--- src/rtl/alu_pkg.sv ---
// Shared ALU definitions: the shifter datapath width, the result-stage flag
// bundle and the state encoding of the shifter's output stage.
package alu_pkg;

    localparam int LSR_WIDTH   = 32;
    localparam int LSR_SHIFT_W = $clog2(LSR_WIDTH);

    typedef struct packed {
        logic z;
        logic n;
        logic c;
        logic err;
    } lsr_flags_t;

    typedef enum logic [1:0] {
        EMPTY = 2'd0,
        ONE   = 2'd1,
        FULL  = 2'd2
    } stage_state_t;

endpackage

--- src/rtl/lsr_flag_gen.sv ---
// Combinational Z/N/C flags and a shift-consistency check for one
// logical-shift-right result.
module lsr_flag_gen
    import alu_pkg::*;
#(
    parameter int  WIDTH = LSR_WIDTH,
    localparam int SHW   = $clog2(WIDTH)
) (
    input  logic [WIDTH-1:0] rin,
    input  logic [SHW-1:0]   n,
    input  logic [WIDTH-1:0] rx,
    output lsr_flags_t       flags
);

    logic [SHW-1:0] n_m1;

    assign n_m1 = n - SHW'(1);

    // Carry is the last bit pushed out; a zero shift pushes nothing out.
    always_comb begin
        flags.z   = (rx == '0);
        flags.n   = rx[WIDTH-1];
        flags.c   = (n != '0) ? rin[n_m1] : 1'b0;
        flags.err = (rx != (rin >> n));
    end

endmodule

--- src/rtl/lsr_result_stage.sv ---
// Registered output stage behind the LSR shifter: flags, consistency check,
// handshaked output and a wrapping transfer counter.
// Define LSR_RESULT_STAGE_SKID_EN for the two-entry skid version with a
// registered in_ready; otherwise in_ready is combinational from out_ready.
module lsr_result_stage
    import alu_pkg::*;
#(
    parameter int  WIDTH = LSR_WIDTH,
    parameter int  CNT_W = 16,
    localparam int SHW   = $clog2(WIDTH)
) (
    input  logic             clk,
    input  logic             rst,
    input  logic             in_valid,
    output logic             in_ready,
    input  logic [WIDTH-1:0] in_rin,
    input  logic [SHW-1:0]   in_n,
    input  logic [WIDTH-1:0] in_rx,
    output logic             out_valid,
    input  logic             out_ready,
    output logic [WIDTH-1:0] out_rx,
    output logic             out_z,
    output logic             out_n,
    output logic             out_c,
    output logic             out_err,
    output logic [CNT_W-1:0] xfer_cnt
);

    lsr_flags_t       in_flags;
    stage_state_t     state_q, state_d;
    logic [WIDTH-1:0] main_rx_q, main_rx_d;
    lsr_flags_t       main_flags_q, main_flags_d;
    logic [CNT_W-1:0] cnt_q, cnt_d;
    logic             in_fire;
    logic             out_fire;
`ifdef LSR_RESULT_STAGE_SKID_EN
    logic [WIDTH-1:0] skid_rx_q, skid_rx_d;
    lsr_flags_t       skid_flags_q, skid_flags_d;
    logic             in_ready_q, in_ready_d;
`endif

    lsr_flag_gen #(.WIDTH(WIDTH)) u_flag_gen (
        .rin   (in_rin),
        .n     (in_n),
        .rx    (in_rx),
        .flags (in_flags)
    );

    assign out_valid = (state_q != EMPTY);
`ifdef LSR_RESULT_STAGE_SKID_EN
    assign in_ready  = in_ready_q;
`else
    assign in_ready  = !out_valid || out_ready;
`endif
    assign in_fire   = in_valid && in_ready;
    assign out_fire  = out_valid && out_ready;

    assign out_rx    = main_rx_q;
    assign out_z     = main_flags_q.z;
    assign out_n     = main_flags_q.n;
    assign out_c     = main_flags_q.c;
    assign out_err   = main_flags_q.err;
    assign xfer_cnt  = cnt_q;

    always_comb begin
        state_d      = state_q;
        main_rx_d    = main_rx_q;
        main_flags_d = main_flags_q;
        cnt_d        = cnt_q;
`ifdef LSR_RESULT_STAGE_SKID_EN
        skid_rx_d    = skid_rx_q;
        skid_flags_d = skid_flags_q;
`endif
        if (out_fire) begin
            cnt_d = cnt_q + CNT_W'(1);
        end
        case (state_q)
            EMPTY: begin
                if (in_fire) begin
                    main_rx_d    = in_rx;
                    main_flags_d = in_flags;
                    state_d      = ONE;
                end
            end
            ONE: begin
                if (in_fire && out_fire) begin
                    main_rx_d    = in_rx;
                    main_flags_d = in_flags;
`ifdef LSR_RESULT_STAGE_SKID_EN
                end else if (in_fire) begin
                    // Consumer stalled: park the new entry behind the main one.
                    skid_rx_d    = in_rx;
                    skid_flags_d = in_flags;
                    state_d      = FULL;
`endif
                end else if (out_fire) begin
                    state_d = EMPTY;
                end
            end
`ifdef LSR_RESULT_STAGE_SKID_EN
            FULL: begin
                if (out_fire) begin
                    main_rx_d    = skid_rx_q;
                    main_flags_d = skid_flags_q;
                    state_d      = ONE;
                end
            end
`endif
            default: state_d = EMPTY;
        endcase
`ifdef LSR_RESULT_STAGE_SKID_EN
        in_ready_d = (state_d != FULL);
`endif
    end

    always_ff @(posedge clk) begin
        if (rst) begin
            state_q      <= EMPTY;
            main_rx_q    <= '0;
            main_flags_q <= '0;
            cnt_q        <= '0;
`ifdef LSR_RESULT_STAGE_SKID_EN
            skid_rx_q    <= '0;
            skid_flags_q <= '0;
            in_ready_q   <= 1'b1;
`endif
        end else begin
            state_q      <= state_d;
            main_rx_q    <= main_rx_d;
            main_flags_q <= main_flags_d;
            cnt_q        <= cnt_d;
`ifdef LSR_RESULT_STAGE_SKID_EN
            skid_rx_q    <= skid_rx_d;
            skid_flags_q <= skid_flags_d;
            in_ready_q   <= in_ready_d;
`endif
        end
    end

endmodule

--- config.mk ---
export PLATFORM = sky130hd
export DESIGN_NAME = lsr_result_stage
export DESIGN_NICKNAME = d
export VERILOG_FILES = /design/src/rtl/alu_pkg.sv /design/src/rtl/lsr_flag_gen.sv /design/src/rtl/lsr_result_stage.sv
export SDC_FILE = /design/constraint.sdc
export NUM_CORES = 1
export LEC_CHECK = 0
export ABC_CLOCK_PERIOD_IN_PS = 2800
export CAP_MARGIN = 20
export CORE_MARGIN = 2
export CORE_UTILIZATION = 35
export CTS_CLUSTER_SIZE = 24
export DETAILED_ROUTE_END_ITERATION = 8
export GPL_ROUTABILITY_DRIVEN = 0
export SYNTH_ARGS = -nofsm -noshare
export SYNTH_HDL_FRONTEND = slang
export SYNTH_SLANG_ARGS = --single-unit
--- constraint.sdc ---
create_clock -name clk -period 2.8 [get_ports clk]
set_input_delay 0.56 -clock clk [delete_from_list [all_inputs] [get_ports clk]]
set_output_delay 0.56 -clock clk [all_outputs]
set_load 0.1 [all_outputs]
==> flow_summary.toml <==
[clock_network]
cts-hold-fix-buffers = 0
cts.sink_count = 52
root_buffer = "clkbuf_16"
cts.reportedPaths.clkPinSlew_ps = 70
cts_tree = "done"
buffers_from_clock_root_to_sink_at_most = 2
cts_htree_levels = 2
cts_buf_count = 5
clock_latency_at_the_later_pin_of_the_worst_skew_pair_ps = 290

[power]
power.total_mw = 2.647
power_per_cell_area_nw_per_um2 = 392.2
irDropWorstVdd_mv = 0.2766
power.static_leakage_nw = 2.796

[critical_path]
critPathMaxStageDelay_ps = 520
critical_path_class = "primary input to flip-flop"
cp_num_buf_inv = 3
startpoint_type = "primary input"
worst-endpoint-arrival_ps = 2910
timing.critical_path.fanout_max = 4
crit_path_cell_trace = "dlygate4sd2_1 > buf_4 > mux4_2 > mux2i_4 > mux2_4 > buf_4 > nand4b_1 > o22ai_2 > o2111ai_2 > nor4_2 > a211oi_1"
crit_slowest_cell = "mux4_2"
cp-end-kind = "flip-flop"
critical_path_required_ps = 2930
cp_delay_by_family_top = "multiplexers"
cp_most_frequent_cell = "buf_4"

[place]
placement.cell_area_um2 = 6314
dp_slack_ps = -488.2
place.port_buffers = 126
detailedPlacementHpwl_um = 12580

[floorplan]
core_area_um2 = 12520
die_width_um = 116.7
start_util = 0.3550
die_area_um2 = 13610
dieHeight_um = 116.7
num_rows = 41
floorplan.io_pins = 127

[global_route]
grt_remaining_overflow = 0
grt_antenna_before_repair = 0
grt_pass1_vias = 4707
grt_use_total = 0.2309
grt_pass1_wl_um = 24450
grt_start_max_net_pins = 53

[layout]
fillCellCount = 1210
ff_latch_area_um2 = 1041
antenna_diode_count = 0
finalNetCount = 793
drive_above_1_share = 0.3547
area_growth_syn_to_layout_pct = 51.93
fin_util = 0.5393
stdcell_area_um2 = 6750
multiInputGateArea_um2 = 3332

[sta]
max_slew_headroom_at_the_worst_pin = 0.3587
finalCritPeriodShare = 0.9940
timing_hold_violations_final = 0
final_report_setup_violation_count = 0
finClkSkew_ps = 4.886
max_slew.worst_pin.slew_ps = 962.0
layout_min_cycle_time_ps = 2783
timing.setup.tns_ps = 0
fmax_mhz = 359.3
timing.final.max_slew_violations = 0
setup_ws_ps = 16.89

[drt]
dr.pass1.iters = 5
post_drt_via_cell_ratio = 5.695
drt-initial-drc-count = 593
route.antenna.remaining_nets = 0
route.vias.total = 5074
detail_route.wl_per_cell_um = 18.59
drt-total-wl_um = 16570
drc = 0

[outcome]
status = "complete, no violations"

[flow_run]
number_of_maximum_capacitance_constraint_violations = 0

[yosys]
number_of_flops_mapped_to_enable_cells_by_yosys = 0
syn-num-nets = 599
ys.flop_type = "dfxtp_1"
yosysWarnings = 0
yosys-top-cells-area = "dfxtp_1 (23%), mux4_2 (14%), nand2_1 (7.7%), mux2i_1 (5.6%), mux2_2 (5.6%)"
synth_sequential_area_ratio = 0.2343
netlist_instances = 524
synth-async-reset-ratio = 0
postSynthAreaPerCell_um2 = 8.479
netlist_area_um2 = 4443
synth_top_cell_by_area = "dfxtp_1"
netlist.area_leader.share = 0.2343
netlist_cell_types = 58
yosys_register_bits = 52

[min_path]
hold_path.class = "flip-flop to flip-flop"
## final cells by class
| type | instances | share of cell area |
|---|---|---|
| Tap cell | 172 | 0.03188 |
| Sequential cell | 52 | 0.1542 |
| Clock inverter | 3 | 0.003336 |
| Clock buffer | 5 | 0.01854 |
| Inverter | 11 | 0.006117 |
| Multi-Input combinational cell | 421 | 0.4936 |
| Timing Repair Buffer | 227 | 0.2923 |
## cells in the mapped netlist (3+ instances only)
cell       number
a211oi_1        8
a21oi_1        45
and3_1          6
and4_1          4
buf_2           6
buf_4           4
clkbuf_1       26
dfxtp_1        52
inv_1           9
mux2_2         22
mux2i_1        25
mux4_1          3
mux4_2         28
nand2_1        91
nand2b_1        5
nand3_1         9
nand4_1         8
nor2_1         38
nor3_1         12
nor4_1         13
o2111ai_1       4
o21ai_0        11
o221ai_1        3
o22ai_1         8
or2_2           3
xnor2_1        15
xor2_1         23
## per-layer routing
layer  global-route usage  share of wire  up-vias
li1                     -              -     2320
met1               0.3118           0.43     2434
met2               0.3837           0.46      270
met3              0.03633          0.077       50
met4              0.06667          0.031        0
met5                    0              0        -
## report_power, final
group | internal, mW | total, mW | leakage (nW) | switching (mW)
registers | 0.771 | 0.790 | 0.425 | 0.0185
clock network | 0.335 | 0.612 | 0.0742 | 0.277
logic | 0.527 | 1.25 | 2.30 | 0.719
total | 1.63 | 2.65 | 2.80 | 1.01
## repair_timing
action	4_1_cts	5_1_grt
gates cloned	1	0
endpoints found under the setup margin	2	2
pin swaps	11	10
buffers inserted	8	1
gates resized for setup	39	33
## stage by stage
step | hold slack [ps] | cells
2_1_floorplan | 689.5 | 524
6_report | 455.8 | 891
3_3_place_gp | 443.5 | 873
5_1_grt | 474.0 | 891
4_1_cts | 457.9 | 890
3_5_place_dp | 448.7 | 873
## worst min-delay path, cell delays in order, from the launching register on
cell     delay, ps
dfxtp_1        310
nand2_1         50
a21oi_1         50
## cells by family (layout without fill, tap and decap cells)
kind of cell,Yosys count,after routing,synth area share
AOI/OAI and AO/OA,105,105,0.1535
DFF,52,52,0.2343
muxes,78,78,0.2718
xor gates and xnor gates,38,38,0.07491
buffers and inverters,51,246,0.05519
adders and majority gates,2,2,0.005631
and+or+nand+nor,198,198,0.2047
## worst paths after layout
check	startpoint	endpoint	slack (ps)	depth (start not counted)
worst min register to register	out_rx[16]	out_rx[16]	460	2
worst max-delay path	in_rin[21]	out_err	20	11
worst min-delay path	out_rx[16]	out_rx[16]	460	2
worst max register to register	xfer_cnt[3]	xfer_cnt[15]	990	7
## cells in the final DEF, fill, tap and decap left out, types with 13 or more instances in the layout
master,instances
mux4_2,30
dfxtp_1,52
dlygate4sd2_1,13
a21oi_1,41
buf_4,147
nor2_1,38
mux2_2,20
nand2_1,91
clkdlybuf4s50_1,48
mux2i_1,17
xnor2_1,15
xor2_1,22
## flip-flops by register name (all words and copies together) (netlist names)
| register | cells |
|---|---|
| out_c | 1 |
| out_err | 1 |
| out_rx | 32 |
| out_z | 1 |
| state_q | 1 |
| xfer_cnt | 16 |
No activity file was read; power rests on OpenSTA's default activity.
